File: src/rtl/output_psum_writer_if.sv
// Memory write stream from the psum writer: valid/ready with address and data.
// Master holds addr/data stable while valid is high and ready is low.
interface output_psum_writer_if #(
   parameter int DATA_WIDTH = 32,
   parameter int ADDR_WIDTH = 32
);
   logic                  wr_valid;
   logic [ADDR_WIDTH-1:0] wr_addr;
   logic [DATA_WIDTH-1:0] wr_data;
   logic                  wr_ready;

   modport master (
      output wr_valid,
      output wr_addr,
      output wr_data,
      input  wr_ready
   );

   modport slave (
      input  wr_valid,
      input  wr_addr,
      input  wr_data,
      output wr_ready
   );
endinterface

File: src/rtl/output_psum_writer.sv
// Psum output stage: buffers pushed psums in a FIFO and streams them to sequential addresses.
// Push-to-valid latency 1 cycle, no bypass; wr_ready low stalls the stream, pushes to a full FIFO drop and set overflow.

module sync_fifo #(
   parameter int WIDTH = 32,
   parameter int DEPTH = 16
) (
   input  logic             CLK,
   input  logic             RESETN,
   input  logic             flush,
   input  logic             push,
   input  logic [WIDTH-1:0] push_dat,
   input  logic             pop,
   output logic [WIDTH-1:0] head_dat,
   output logic             empty,
   output logic             full
);
   localparam int AW = $clog2(DEPTH);

   logic [WIDTH-1:0] mem [DEPTH];
   logic [AW:0]      wr_ptr;
   logic [AW:0]      rd_ptr;

   // Extra pointer bit tells full from empty when the indices match.
   assign empty    = (wr_ptr == rd_ptr);
   assign full     = (wr_ptr[AW] != rd_ptr[AW]) && (wr_ptr[AW-1:0] == rd_ptr[AW-1:0]);
   assign head_dat = mem[rd_ptr[AW-1:0]];

   always_ff @(posedge CLK or negedge RESETN) begin
      if (!RESETN) begin
         wr_ptr <= '0;
         rd_ptr <= '0;
         for (int i = 0; i < DEPTH; i++) begin
            mem[i] <= '0;
         end
      end else if (flush) begin
         wr_ptr <= '0;
         rd_ptr <= '0;
      end else begin
         if (push) begin
            mem[wr_ptr[AW-1:0]] <= push_dat;
            wr_ptr              <= wr_ptr + {{AW{1'b0}}, 1'b1};
         end
         if (pop) begin
            rd_ptr <= rd_ptr + {{AW{1'b0}}, 1'b1};
         end
      end
   end
endmodule

module output_psum_writer #(
   parameter int C_M00_AXI_DATA_WIDTH = 32,
   parameter int ADDR_WIDTH           = 32,
   parameter int FIFO_DEPTH           = 16
) (
   input  logic                            CLK,
   input  logic                            RESETN,
   input  logic                            start,
   input  logic [ADDR_WIDTH-1:0]           output_base_addr,
   input  logic [15:0]                     num_words,
   input  logic [C_M00_AXI_DATA_WIDTH-1:0] psum_in,
   input  logic                            out_storage_wr_en,
   output_psum_writer_if.master            wr,
   output logic                            fifo_full,
   output logic                            overflow,
   output logic                            done
);
   typedef enum logic [1:0] {IDLE, RUN, DONE} state_t;

   state_t                          state;
   state_t                          state_nxt;
   logic [ADDR_WIDTH-1:0]           base_q;
   logic [15:0]                     len_q;
   logic [15:0]                     wr_cnt;
   logic                            fifo_empty;
   logic                            pop;
   logic                            push_req;
   logic                            push_acc;
   logic                            last_hs;
   logic [C_M00_AXI_DATA_WIDTH-1:0] head_dat;

   assign wr.wr_valid = (state == RUN) && !fifo_empty;
   assign wr.wr_data  = head_dat;
   assign wr.wr_addr  = base_q + (ADDR_WIDTH'(wr_cnt) << 2);

   assign pop      = wr.wr_valid && wr.wr_ready;
   assign push_req = (state == RUN) && out_storage_wr_en;
   // A full FIFO still takes the push when the head leaves on the same edge.
   assign push_acc = push_req && (!fifo_full || pop);
   assign last_hs  = pop && ((wr_cnt + 16'd1) == len_q);
   assign done     = (state == DONE);

   sync_fifo #(
      .WIDTH (C_M00_AXI_DATA_WIDTH),
      .DEPTH (FIFO_DEPTH)
   ) u_fifo (
      .CLK      (CLK),
      .RESETN   (RESETN),
      .flush    (start),
      .push     (push_acc),
      .push_dat (psum_in),
      .pop      (pop),
      .head_dat (head_dat),
      .empty    (fifo_empty),
      .full     (fifo_full)
   );

   always_ff @(posedge CLK or negedge RESETN) begin
      if (!RESETN) begin
         state <= IDLE;
      end else begin
         state <= state_nxt;
      end
   end

   always_comb begin
      state_nxt = state;
      if (start) begin
         state_nxt = RUN;
      end else begin
         case (state)
            RUN: begin
               if ((len_q == 16'd0) || last_hs) begin
                  state_nxt = DONE;
               end
            end
            default: ;
         endcase
      end
   end

   always_ff @(posedge CLK or negedge RESETN) begin
      if (!RESETN) begin
         base_q   <= '0;
         len_q    <= '0;
         wr_cnt   <= '0;
         overflow <= 1'b0;
      end else if (start) begin
         base_q   <= output_base_addr;
         len_q    <= num_words;
         wr_cnt   <= '0;
         overflow <= 1'b0;
      end else begin
         if (pop) begin
            wr_cnt <= wr_cnt + 16'd1;
         end
         if (push_req && !push_acc) begin
            overflow <= 1'b1;
         end
      end
   end
endmodule

File: src/flat_wrapper.sv
// flat-port wrapper written by rule: the top's interface ports become plain ports
module output_psum_writer_flat 
#(
   parameter int C_M00_AXI_DATA_WIDTH = 32,
   parameter int ADDR_WIDTH           = 32,
   parameter int FIFO_DEPTH           = 16
)
  (CLK, RESETN, start, output_base_addr, num_words, psum_in, out_storage_wr_en, fifo_full, overflow, done, wr_wr_valid, wr_wr_addr, wr_wr_data, wr_wr_ready);
  output_psum_writer_if #(.DATA_WIDTH((32)), .ADDR_WIDTH(ADDR_WIDTH)) wr_i ();
  input  logic CLK;
  input  logic RESETN;
  input  logic start;
  input  logic [ADDR_WIDTH-1:0] output_base_addr;
  input  logic [15:0] num_words;
  input  logic [C_M00_AXI_DATA_WIDTH-1:0] psum_in;
  input  logic out_storage_wr_en;
  output logic fifo_full;
  output logic overflow;
  output logic done;
  output wire logic [$bits(wr_i.wr_valid)-1:0] wr_wr_valid;
  output wire logic [$bits(wr_i.wr_addr)-1:0] wr_wr_addr;
  output wire logic [$bits(wr_i.wr_data)-1:0] wr_wr_data;
  input wire logic [$bits(wr_i.wr_ready)-1:0] wr_wr_ready;
  assign wr_wr_valid = wr_i.wr_valid;
  assign wr_wr_addr = wr_i.wr_addr;
  assign wr_wr_data = wr_i.wr_data;
  assign wr_i.wr_ready = wr_wr_ready;
  output_psum_writer #(.C_M00_AXI_DATA_WIDTH(C_M00_AXI_DATA_WIDTH), .ADDR_WIDTH(ADDR_WIDTH), .FIFO_DEPTH(FIFO_DEPTH)) u_core (.CLK(CLK), .RESETN(RESETN), .start(start), .output_base_addr(output_base_addr), .num_words(num_words), .psum_in(psum_in), .out_storage_wr_en(out_storage_wr_en), .wr(wr_i), .fifo_full(fifo_full), .overflow(overflow), .done(done));
endmodule
File: config.mk
export PLATFORM = sky130hd
export DESIGN_NAME = output_psum_writer_flat
export DESIGN_NICKNAME = d
export VERILOG_FILES = /design/src/rtl/output_psum_writer_if.sv /design/src/rtl/output_psum_writer.sv /design/src/flat_wrapper.sv
export SDC_FILE = /design/constraint.sdc
export NUM_CORES = 1
export LEC_CHECK = 0
export CORE_ASPECT_RATIO = 1.25
export CORE_MARGIN = 2
export CORE_UTILIZATION = 60
export DETAILED_ROUTE_END_ITERATION = 8
export PLACE_DENSITY = 0.8
export REMOVE_ABC_BUFFERS = 1
export SETUP_SLACK_MARGIN = 0.3
export SLEW_MARGIN = 20
export SYNTH_ARGS = -nofsm -noshare
export SYNTH_HDL_FRONTEND = slang
export SYNTH_HIERARCHICAL = 1
export SYNTH_SLANG_ARGS = --single-unit
File: constraint.sdc
create_clock -name CLK -period 4.9 [get_ports CLK]
set_clock_uncertainty 0.2 [all_clocks]
set_input_delay 0.98 -clock CLK [delete_from_list [all_inputs] [get_ports CLK]]
set_output_delay 0.98 -clock CLK [all_outputs]
set_load 0.02 [all_outputs]
* Word-level counts from Yosys, hierarchy flattened
Cells that the tools add are included.
** Word-level totals
- Input bits :: 85
- Word-level logic and storage cells :: 77
- Bits in registers :: 589
- Output and inout bits :: 68
** Cells by class
- Magnitude comparators :: 3
- Reductions and logical operators :: 21
- Muxes and demuxes :: 17
- Eq/ne operators :: 6
- Add/sub/neg operators :: 4
- Bitwise operators :: 3
** Operators with widths (count)
- 512-bit bitwise mux :: 1
- 32-bit binary-select mux with 4-bit select :: 1
- 32-bit demux with 4-bit select :: 1
- 32-bit 2-to-1 mux :: 3
- 32-bit by 18-bit adder with 32-bit output :: 1
- 16-bit 2-to-1 mux :: 2
- 5-bit 2-to-1 mux :: 4
- 16-bit by 1-bit adder with 16-bit output (second input constant) :: 1
- 16-bit equality test :: 1
- 16-bit logical NOT :: 1
- 5-bit by 1-bit adder with 5-bit output (second input constant) :: 2
- 5-bit greater-or-equal comparator (second input constant) :: 2
- 4-bit inverter with 5-bit output :: 2
- 2-bit nonzero test :: 5
- 1-bit logical AND :: 8
- 2-bit 2-to-1 mux :: 3
- 5-bit equality test :: 1
- 5-bit by 1-bit < comparator with 1-bit output (second input constant) :: 1
- 4-bit equality test :: 1
- 2-bit AND reduction :: 2
- 1-bit logical NOT :: 3
- 2-bit by 1-bit equality test with 1-bit output (second input constant) :: 1
- 2-bit equality test (second input constant) :: 1
- 1-bit logical OR :: 2
- 3 further kinds :: 4

* Logic depth before layout (Yosys ltp)
Gate-level depths: netlist of the first run.
- Depth after elaboration :: 10
- Gate-level depth with buffers :: 16
- Depth with buffers taken out :: 12

* Cells and area by module
Netlist of the first run, hierarchy kept.
** Modules (own cells, without submodules)
- sync_fifo :: instances 1, cells each 1531, area each 23979.2 µm²
- output_psum_writer :: instances 1, cells each 405, area each 4180.3 µm²

* Least setup slack after synthesis of the first run
OpenSTA, ideal clock, no wires.
- Path kind :: register -> register
- Start point :: reg u_core.u_fifo.rd_ptr[0]
- End point :: reg u_core/u_fifo/mem[257] in the netlist's numbering
- Data required time :: 4575 ps
- Arrival :: 3528 ps
- Period minus slack after synthesis :: 3853 ps
- Stages on the path, launching flop included :: 16
- Setup slack :: 1047 ps
- Cells stage by stage :: dfrtp_1 -> buf_2 -> buf_4 -> buf_4 -> xnor2_1 -> nand4_1 -> nor2b_1 -> nor3b_1 -> nand2_1 -> a21oi_1 -> buf_4 -> and2b_4 -> nand2_1 -> nor3b_2 -> buf_2 -> mux2_2
** On the way
- Word-level cells in the longest chain between the ends :: 7
- Elaborated cells between the ends (all ways) :: 10
** RTL lines
- from (decl) :: RTL line output_psum_writer.sv:22 : logic [AW:0] rd_ptr;
- from (signal assigned) :: RTL line output_psum_writer.sv:45 : rd_ptr <= rd_ptr + {{AW{1'b0}}, 1'b1};
- 5-bit equality test :: RTL line output_psum_writer.sv:25 : assign empty = (wr_ptr == rd_ptr);
- via u_core.fifo_empty :: RTL line output_psum_writer.sv:75 : logic fifo_empty;
- 1-bit logical NOT :: RTL line output_psum_writer.sv:82 : assign wr.wr_valid = (state == RUN) && !fifo_empty;
- 1-bit logical AND :: RTL line output_psum_writer.sv:82
- via wr_wr_valid :: RTL line flat_wrapper.sv:20 : output wire logic [$bits(wr_i.wr_valid)-1:0] wr_wr_valid;
- 1-bit logical AND :: RTL line output_psum_writer.sv:86 : assign pop = wr.wr_valid && wr.wr_ready;
- 1-bit logical OR :: RTL line output_psum_writer.sv:89 : assign push_acc = push_req && (!fifo_full || pop);
- 1-bit logical AND :: RTL line output_psum_writer.sv:89
- via u_core.push_acc :: RTL line output_psum_writer.sv:78 : logic push_acc;
- 2-bit AND reduction (no source line)
- to (signal, indexed assignment) :: RTL line output_psum_writer.sv:41 : mem[wr_ptr[AW-1:0]] <= push_dat;
- to (decl) :: RTL line output_psum_writer.sv:20 : logic [WIDTH-1:0] mem [DEPTH];
The timed path passes the listed nets, and every way through them passes these cells.
A chain may end at the register's enable or synchronous reset.

* Worst setup path after layout of the first run
- Start point :: reg u_core.u_fifo.rd_ptr[3]
- End point :: out wr_wr_data[2]
** On the way
- Word-level cells in the longest chain between the ends :: 4
** RTL lines
- 4-bit inverter with 5-bit output (not written as such) :: RTL line output_psum_writer.sv:27 : assign head_dat = mem[rd_ptr[AW-1:0]];
- 32-bit binary-select mux with 4-bit select :: RTL line output_psum_writer.sv:27
- 32-bit 2-to-1 mux (not written as such) (2 in series) :: RTL line output_psum_writer.sv:27
- to (decl) :: RTL line flat_wrapper.sv:22 : output wire logic [$bits(wr_i.wr_data)-1:0] wr_wr_data;
No other way between the ends. The select of a mux whose other input is x is not followed.

==> impl_metrics.prom, run 1 <==
# TYPE chip_impl_metric gauge
chip_impl_metric{name="clkLatencyLatePin",unit="ns"} 0.62
chip_impl_metric{name="detail-route-antenna-nets",unit=""} 0
chip_impl_metric{name="timing_worst_slew_pin_value",unit="ns"} 0.976
chip_impl_info{name="crit_slowest_cell",value="nor2_4"} 1
chip_impl_metric{name="fin_crit",unit="ns"} 4.51
chip_impl_metric{name="syn_avg_cell_area",unit="µm²"} 14.5
chip_impl_metric{name="number_of_fillers_in_the_final_layout",unit=""} 2996
chip_impl_metric{name="timing_max_transition_violations_final",unit=""} 0
chip_impl_metric{name="hpwl",unit="mm"} 38.9
chip_impl_metric{name="clock-sinks",unit=""} 589
chip_impl_metric{name="grt_first_pass_wirelength",unit="mm"} 106
chip_impl_metric{name="setup_slack",unit="ns"} 0.393
chip_impl_metric{name="gp_congestion",unit=""} 0.893
chip_impl_metric{name="maximum_number_of_pins_on_one_net_before_global_route_repair",unit=""} 91
chip_impl_metric{name="layout-area-overhead-vs-synth",unit="%"} 15.1
chip_impl_metric{name="die_width",unit="µm"} 198
chip_impl_metric{name="max_cap_viol_count",unit=""} 0
chip_impl_metric{name="avgRoutedWirePerCell",unit="µm"} 25.0
chip_impl_metric{name="postLayoutCellArea",unit="µm²"} 32400
chip_impl_info{name="post_synth_main_area_contributors",value="dfrtp_1 (52%), mux2_2 (20%), mux4_2 (7.7%), mux2i_1 (3.5%), mux2_4 (3.3%)"} 1
chip_impl_metric{name="dr_vias_cell",unit=""} 6.39
chip_impl_metric{name="timing.fmax",unit="GHz"} 0.222
chip_impl_info{name="synth_ff_type",value="dfrtp_1"} 1
chip_impl_metric{name="routed-wl-met2",unit="mm"} 33.8
chip_impl_metric{name="syn-instance-count",unit=""} 1936
chip_impl_metric{name="design.final.nets",unit=""} 2151
chip_impl_info{name="setup.worst_path.class",value="reg -> out"} 1
chip_impl_metric{name="cts_hold_buf",unit=""} 0
chip_impl_metric{name="detail_route.wirelength",unit="mm"} 66.8
chip_impl_metric{name="worst_max_slew_margin_expressed_relative_to_the_limit",unit=""} 0.349
chip_impl_info{name="clock-root-buffer",value="clkbuf_16"} 1
chip_impl_metric{name="crit_arrival",unit="ns"} 3.33
chip_impl_info{name="regToRegStartpoint",value="u_core/u_fifo/rd_ptr[3]"} 1
chip_impl_metric{name="report.power.total",unit="mW"} 12.5
chip_impl_metric{name="synth_top_area_share",unit=""} 0.523
chip_impl_metric{name="req_time_crit_path",unit="ns"} 3.72
chip_impl_metric{name="vdd_ir_drop_max",unit="mV"} 0.271
chip_impl_metric{name="via_count",unit=""} 17100
chip_impl_info{name="cpLargestDelayFamily",value="buffers and inverters"} 1
chip_impl_info{name="cts_tree",value="yes"} 1
chip_impl_metric{name="rrSetupSlack",unit="ns"} 0.76
chip_impl_metric{name="synth_enable_flop_cells",unit=""} 0
chip_impl_metric{name="leakage_power_total",unit="nW"} 14.7
chip_impl_metric{name="syn_area",unit="µm²"} 28200
chip_impl_info{name="status",value="complete, no violations"} 1
chip_impl_metric{name="die_height",unit="µm"} 246
chip_impl_metric{name="top_level_ports",unit=""} 153
chip_impl_metric{name="start_util",unit=""} 0.609
chip_impl_metric{name="critical_path.n_buffers_inverters",unit=""} 2
chip_impl_info{name="crit_path_cell_chain",value="nor2_4 > buf_4 > a32oi_1 > o21ai_0 > clkdlybuf4s50_1"} 1
chip_impl_info{name="rsz0062_at_grt",value="yes"} 1
chip_impl_info{name="highest_layer",value="met5"} 1
chip_impl_info{name="start_kind",value="register"} 1
chip_impl_metric{name="grt_pass1_vias",unit=""} 18500
chip_impl_metric{name="timing.final.crit_share",unit=""} 0.920
chip_impl_metric{name="grt_antenna_before_repair",unit=""} 3
chip_impl_metric{name="synth.yosys.seq_area_share",unit=""} 0.523
chip_impl_metric{name="drt_pre_antenna_iters",unit=""} 5
chip_impl_metric{name="hold_viol_final",unit=""} 0
chip_impl_metric{name="worst-r2r-cell-count",unit=""} 12
chip_impl_info{name="crit_path_end_kind",value="output port"} 1
chip_impl_metric{name="synth.distinct_cells",unit=""} 58
chip_impl_metric{name="placement.cell_area",unit="µm²"} 30300
chip_impl_metric{name="row_count",unit=""} 88
chip_impl_metric{name="yosys_reg_bits",unit=""} 589
chip_impl_info{name="hold_path.class",value="in -> async"} 1
chip_impl_metric{name="ys_async_sr_fraction",unit=""} 1.00
chip_impl_info{name="worstReg2RegEnd",value="u_core/u_fifo/mem[419]"} 1
chip_impl_info{name="yosysTopAreaCell",value="dfrtp_1"} 1
chip_impl_metric{name="initialDrtViolationCount",unit=""} 969
chip_impl_metric{name="clock_tree.buffer_depth",unit=""} 3
chip_impl_metric{name="clock_h_tree_levels",unit=""} 2
chip_impl_metric{name="drt-met1-wl",unit="mm"} 27.2
chip_impl_metric{name="drt_drc_violations_left",unit=""} 0
chip_impl_metric{name="sequential_cell_area",unit="µm²"} 14800
chip_impl_metric{name="route.met3.wl",unit="mm"} 3.79
chip_impl_metric{name="path_max_fanout",unit=""} 22
chip_impl_metric{name="cts_buffers",unit=""} 57
chip_impl_metric{name="die_area",unit="µm²"} 48700
chip_impl_metric{name="setup-violations-final",unit=""} 0
chip_impl_metric{name="yosysWarnings",unit=""} 6
chip_impl_metric{name="fp.coreArea",unit="µm²"} 46200
chip_impl_metric{name="cpPeakStageDelay",unit="ns"} 0.70
chip_impl_metric{name="drive_above_1_share",unit=""} 0.405
chip_impl_metric{name="io_buffer_count",unit=""} 152
chip_impl_metric{name="clock_transition_at_the_registers_of_the_reported_paths",unit="ns"} 0.06
chip_impl_metric{name="global_route.usage.total",unit=""} 0.282
chip_impl_metric{name="dp_slack",unit="ns"} 0.431
chip_impl_metric{name="cell_area_power_density",unit="nW/µm²"} 386
chip_impl_metric{name="tightest_hold_margin",unit="ns"} 0.172
chip_impl_metric{name="grt_remaining_overflow",unit=""} 0
chip_impl_metric{name="multi_input_area",unit="µm²"} 12800
-- where the power goes --
part,internal (mW),switching [mW],total (mW),leakage (nW)
logic,1.26,1.08,2.33,5.78
clock network,2.73,1.94,4.66,0.978
registers,5.27,0.262,5.53,7.91
total,9.26,3.27,12.5,14.7
-- metal layers --
layer	up-vias	GRT usage
li1	7360	-
met1	9039	0.370
met2	506	0.479
met3	159	0.0493
met4	4	0.0971
met5	-	0
-- flip-flops by register name (all words and copies together) (netlist names) --
register / cells
u_core/len_q: 16
u_core/state: 2
u_core/u_fifo/wr_ptr: 5
u_core/u_fifo/mem: 512
u_core/overflow: 1
u_core/base_q: 32
u_core/u_fifo/rd_ptr: 5
u_core/wr_cnt: 16
-- worst max path at each step --
stage,slack [ns],depth (start not counted),start,endpoint
after floorplan,-3.40,10,u_core/u_fifo/rd_ptr[1],u_core/u_fifo/mem[0]
after global placement,0.46,10,u_core/wr_cnt[0],wr_wr_addr[30]
after detailed placement,0.43,10,u_core/wr_cnt[0],wr_wr_addr[30]
after CTS,0.17,10,u_core/wr_cnt[0],wr_wr_addr[30]
after global routing,0.29,11,u_core/wr_cnt[0],wr_wr_addr[18]
final,0.39,5,u_core/u_fifo/rd_ptr[3],wr_wr_data[2]
-- cell type report --
type	instances	area share
multi-input cells	1180	0.394
well taps	585	0.0226
clock inverters	24	0.0118
clock buffers	79	0.0496
repair buffers	204	0.0659
inverters	11	0.00139
flip-flops and latches	589	0.455
diodes	1	0.0000772
-- cell usage in the layout (no fill, tap or decap), types with 6 or more instances in the layout --
master and n:
buf_12 17, dfrtp_1 584, mux2i_1 99, xor2_1 33, nand4_1 13, bufinv_16 8
nor2_1 37, nor4_1 6, or3_1 9, mux2_4 61, clkinv_2 10, nand3_1 12
mux2_2 499, a22oi_1 32, mux4_2 96, nand2_1 28, a32oi_1 33, a21oi_1 26
nor2_4 11, clkbuf_1 12, nand2b_1 9, buf_4 33, clkdlybuf4s50_1 130, clkbuf_16 57
xnor2_1 34, ha_1 21, o21ai_0 50, inv_1 10, clkbuf_8 10, a21o_1 8
dlymetal6s2s_1 7
-- repair_timing --
item	CTS	global route
setup endpoints to repair	24	43
gates resized for setup	25	25
pin swaps	2	0
buffers inserted	3	0
-- cells by family after synthesis --
| logic type | Yosys count | share of synthesized area |
|---|---|---|
| mux | 755 | 0.344 |
| flops | 589 | 0.523 |
| compound gates | 171 | 0.0405 |
| buf+inv | 167 | 0.0296 |
| simple gates | 164 | 0.0311 |
| xor+xnor | 67 | 0.0208 |
| fa+ha+maj | 23 | 0.0105 |
-- synthesized netlist by cell type (9+ instances only) --
| cell type | count |
|---|---|
| dfrtp_1 | 589 |
| mux2_2 | 499 |
| mux2i_1 | 99 |
| mux4_2 | 96 |
| buf_2 | 68 |
| clkbuf_1 | 62 |
| mux2_4 | 61 |
| o21ai_0 | 50 |
| nor2_1 | 48 |
| xnor2_1 | 34 |
| a32oi_1 | 33 |
| xor2_1 | 33 |
| a22oi_1 | 32 |
| a21oi_1 | 28 |
| nand2_1 | 28 |
| ha_1 | 22 |
| nand4_1 | 13 |
| nand3_1 | 12 |
| buf_6 | 11 |
| inv_1 | 11 |
| or3_1 | 11 |
| nand2b_1 | 9 |
-- per-stage QoR --
| stage | util | std cells | setup TNS, ns |
|---|---|---|---|
| detailed placement | 0.656 | 2566 | 0 |
| finish | 0.701 | 2673 | 0 |
| CTS | 0.701 | 2672 | 0 |
| global route | 0.701 | 2672 | 0 |
| global placement | 0.656 | 2566 | 0 |
| floorplan | - | 1780 | -1789.49 |
No activity file was read; power rests on OpenSTA's default activity.
==> run 2: changes to the inputs <==
--- a/config.mk
+++ b/config.mk
@@ -15,5 +15,4 @@
 export SLEW_MARGIN = 20
 export SYNTH_ARGS = -nofsm -noshare
 export SYNTH_HDL_FRONTEND = slang
-export SYNTH_HIERARCHICAL = 1
 export SYNTH_SLANG_ARGS = --single-unit
==> impl_metrics.prom, run 2 <==
# TYPE chip_impl_metric gauge
chip_impl_metric{name="design.final.nets",unit=""} 2040
chip_impl_metric{name="die_area",unit="µm²"} 47900
chip_impl_info{name="status",value="complete, no violations"} 1
chip_impl_metric{name="timing_worst_slew_pin_value",unit="ns"} 0.876
chip_impl_metric{name="fp.coreArea",unit="µm²"} 45900
chip_impl_metric{name="via_count",unit=""} 16300
chip_impl_metric{name="yosys.area_share.simple",unit=""} 0.0287
chip_impl_info{name="synth_ff_type",value="dfrtp_1"} 1
chip_impl_info{name="rsz0062_at_grt",value="yes"} 1
chip_impl_info{name="synth_top_family_by_area",value="multiplexers"} 1
chip_impl_metric{name="synth-compound-area-share",unit=""} 0.0220
chip_impl_info{name="setup.worst_path.class",value="reg -> out"} 1
chip_impl_metric{name="syn-instance-count",unit=""} 1803
chip_impl_metric{name="start_util",unit=""} 0.603
chip_impl_metric{name="clock_transition_at_the_registers_of_the_reported_paths",unit="ns"} 0.06
chip_impl_info{name="hold_path.class",value="in -> async"} 1
chip_impl_metric{name="p_switching",unit="mW"} 3.17
chip_impl_metric{name="grt_antenna_before_repair",unit=""} 3
chip_impl_metric{name="synth.area.mux_share",unit=""} 0.358
chip_impl_info{name="yosysTopAreaCell",value="dfrtp_1"} 1
chip_impl_info{name="start_kind",value="register"} 1
chip_impl_metric{name="synth.yosys.seq_area_share",unit=""} 0.532
chip_impl_metric{name="instances_no_fill",unit=""} 2562
chip_impl_metric{name="number_of_fillers_in_the_final_layout",unit=""} 2980
chip_impl_metric{name="max_cap_viol_count",unit=""} 0
chip_impl_metric{name="crit_arrival",unit="ns"} 3.34
chip_impl_info{name="post_synth_main_area_contributors",value="dfrtp_1 (53%), mux2_2 (22%), mux4_2 (13%), xnor2_1 (1.5%), buf_4 (1.1%)"} 1
chip_impl_metric{name="vdd_ir_drop_max",unit="mV"} 0.284
chip_impl_metric{name="fin_crit",unit="ns"} 4.52
chip_impl_metric{name="initialDrtViolationCount",unit=""} 1027
chip_impl_metric{name="detail-route-antenna-nets",unit=""} 0
chip_impl_metric{name="io_buffer_count",unit=""} 152
chip_impl_info{name="top_regs",value="u_core.u_fifo.mem: 512 flops, u_core.base_q: 32 flops"} 1
chip_impl_metric{name="grt_remaining_overflow",unit=""} 0
chip_impl_info{name="crit_slowest_cell",value="dfrtp_2"} 1
chip_impl_metric{name="sequential_cell_area",unit="µm²"} 14800
chip_impl_metric{name="row_count",unit=""} 88
chip_impl_metric{name="cell_area_power_density",unit="nW/µm²"} 384
chip_impl_metric{name="drive_above_1_share",unit=""} 0.453
chip_impl_info{name="clock-root-buffer",value="clkbuf_16"} 1
chip_impl_metric{name="drt_pre_antenna_iters",unit=""} 5
chip_impl_info{name="layout.cells.most_common_list",value="dfrtp_1 (583), mux2_2 (544), mux4_2 (160)"} 1
chip_impl_metric{name="multi_input_area",unit="µm²"} 12400
chip_impl_metric{name="avgRoutedWirePerCell",unit="µm"} 24.9
chip_impl_metric{name="die_height",unit="µm"} 244
chip_impl_metric{name="synth_top_area_share",unit=""} 0.532
chip_impl_metric{name="hpwl",unit="mm"} 38.1
chip_impl_metric{name="report.power.total",unit="mW"} 12.2
chip_impl_info{name="crit_top_cell",value="o211ai_1"} 1
chip_impl_info{name="cts_tree",value="yes"} 1
chip_impl_metric{name="placed_cells_incl_taps",unit=""} 2453
chip_impl_metric{name="worst-r2r-cell-count",unit=""} 8
chip_impl_metric{name="die_width",unit="µm"} 196
chip_impl_info{name="synth_most_common_cell",value="dfrtp_1"} 1
chip_impl_info{name="largest_register",value="u_core.u_fifo.mem"} 1
chip_impl_metric{name="clock_tree.buffer_depth",unit=""} 3
chip_impl_info{name="post_synth_most_frequent_cells",value="dfrtp_1 (589), mux2_2 (544), mux4_2 (160), clkbuf_1 (68), nor2_1 (53)"} 1
chip_impl_metric{name="syn_avg_cell_area",unit="µm²"} 15.4
chip_impl_metric{name="timing_max_transition_violations_final",unit=""} 0
chip_impl_metric{name="clock-sinks",unit=""} 589
chip_impl_metric{name="worst_max_slew_margin_expressed_relative_to_the_limit",unit=""} 0.415
chip_impl_metric{name="clkLatencyLatePin",unit="ns"} 0.62
chip_impl_metric{name="ys_async_sr_fraction",unit=""} 1.00
chip_impl_metric{name="clock_h_tree_levels",unit=""} 2
chip_impl_metric{name="maximum_number_of_pins_on_one_net_before_global_route_repair",unit=""} 121
chip_impl_metric{name="combinationalPowerShare",unit=""} 0.185
chip_impl_metric{name="layout-area-overhead-vs-synth",unit="%"} 15.2
chip_impl_metric{name="detail_route.wirelength",unit="mm"} 63.7
chip_impl_metric{name="yosysWarnings",unit=""} 0
chip_impl_metric{name="power_report.internal_total",unit="mW"} 9.07
chip_impl_metric{name="cpPeakStageDelay",unit="ns"} 0.43
chip_impl_metric{name="gp_congestion",unit=""} 0.857
chip_impl_metric{name="global_route.usage.total",unit=""} 0.276
chip_impl_metric{name="grt_pass1_vias",unit=""} 17700
chip_impl_metric{name="yosys_reg_bits",unit=""} 589
chip_impl_metric{name="seq_power_share",unit=""} 0.451
chip_impl_metric{name="cts_buffers",unit=""} 57
chip_impl_metric{name="grt_first_pass_wirelength",unit="mm"} 101
chip_impl_metric{name="syn_area",unit="µm²"} 27700
chip_impl_metric{name="path_max_fanout",unit=""} 6
chip_impl_info{name="crit_path_cell_chain",value="ha_1 > fa_1 > a211oi_2 > o211ai_1 > nand3_2 > a211oi_4 > buf_4 > o211ai_1 > xnor2_1 > clkdlybuf4s15_2"} 1
chip_impl_metric{name="synth_enable_flop_cells",unit=""} 0
chip_impl_info{name="crit_path_end_kind",value="output port"} 1
chip_impl_metric{name="setup-violations-final",unit=""} 0
chip_impl_metric{name="rrSetupSlack",unit="ns"} 1.14
chip_impl_metric{name="yosys.area_share.xor_xnor",unit=""} 0.0221
chip_impl_metric{name="req_time_crit_path",unit="ns"} 3.72
chip_impl_metric{name="timing.final.crit_share",unit=""} 0.922
chip_impl_metric{name="top_level_ports",unit=""} 153
chip_impl_metric{name="clock_power_share",unit=""} 0.365
chip_impl_info{name="regToRegStartpoint",value="u_core.u_fifo.rd_ptr[1]"} 1
chip_impl_info{name="layout.cells.most_common",value="dfrtp_1"} 1
chip_impl_metric{name="dr_vias_cell",unit=""} 6.35
chip_impl_metric{name="synth.distinct_cells",unit=""} 54
chip_impl_metric{name="leakage_power_total",unit="nW"} 14.3
chip_impl_metric{name="p_sw_frac",unit=""} 0.259
chip_impl_info{name="worstReg2RegEnd",value="u_core.u_fifo.mem[189]"} 1
chip_impl_metric{name="flip_flop_count_of_the_largest_register_all_copies_and_words_added",unit=""} 512
chip_impl_metric{name="timing.fmax",unit="GHz"} 0.221
chip_impl_metric{name="yosys.area_share.adder",unit=""} 0.0107
chip_impl_metric{name="hold_viol_final",unit=""} 0
chip_impl_metric{name="drt_drc_violations_left",unit=""} 0
## run 2: area by class of cell
class,count,area share
Inverter,14,0.00165
Antenna cell,3,0.000235
Clock buffer,79,0.0524
Clock inverter,22,0.00722
Timing Repair Buffer,208,0.0654
Multi-Input combinational cell,1062,0.388
Sequential cell,589,0.462
Tap cell,585,0.0229
## run 2: cells by family (layout without fill, tap and decap cells)
kind of cell / Yosys count / in the layout
muxes: 720 / 720
DFF: 589 / 589
and+or+nand+nor: 157 / 157
buffers and inverters: 152 / 323
AOI/OAI and AO/OA: 92 / 92
xor gates and xnor gates: 70 / 70
adders and majority gates: 23 / 23
other: 0 / 3
## run 2: worst max-delay path, delay by kind of cell (launching register included)
kind / cells / cell delay [ns]
DFF: 1 / 0.43
adders and majority gates: 2 / 0.50
AOI/OAI and AO/OA: 4 / 0.93
xor gates and xnor gates: 1 / 0.19
and+or+nand+nor: 1 / 0.19
buffers and inverters: 2 / 0.46
## run 2: per-layer routing
layer  global-route usage  share of wire  wire, µm
met5                    0              0         0
met4                0.103          0.034      2140
met3               0.0476          0.051      3280
met2                0.470           0.51     32800
met1                0.359           0.40     25500
## run 2: through the flow
| stage | utilization | area (µm²) | hold slack (ns) | setup slack, ns | TNS [ns] |
|---|---|---|---|---|---|
| floorplan | - | 27000 | 0.252 | -2.94 | -1629.11 |
| global placement | 0.652 | 30000 | 0.262 | 0.414 | 0 |
| detailed placement | 0.652 | 30000 | 0.271 | 0.374 | 0 |
| CTS | 0.695 | 31900 | 0.151 | 0.275 | 0 |
| global route | 0.695 | 31900 | 0.194 | 0.235 | 0 |
| finish | 0.695 | 31900 | 0.144 | 0.384 | 0 |
## run 2: power by group through the flow
stage,Combinational [mW],Clock [mW],Sequential (mW)
2_1_floorplan,1.33,0,5.66
3_5_place_dp,2.25,0,5.61
5_1_grt,2.42,4.76,5.56
4_1_cts,2.29,4.55,5.51
6_report,2.26,4.47,5.52
3_3_place_gp,2.22,0,5.58
## run 2: timing repair
item | CTS | global route
pin swaps | 3 | 2
hold buffers | 0 | 0
gates resized for setup | 30 | 16
buffers inserted | 5 | 0
setup endpoints to repair | 27 | 16
## run 2: how the worst max path moves through the flow
stage	start	endpoint	depth (start not counted)
CTS	u_core.wr_cnt[0]	wr_wr_addr[24]	10
global placement	u_core.wr_cnt[0]	wr_wr_addr[24]	9
finish	u_core.wr_cnt[0]	wr_wr_addr[22]	10
global route	u_core.wr_cnt[5]	wr_wr_addr[21]	9
detailed placement	u_core.wr_cnt[0]	wr_wr_addr[22]	9
floorplan	u_core.u_fifo.rd_ptr[0]	u_core.u_fifo.mem[32]	6
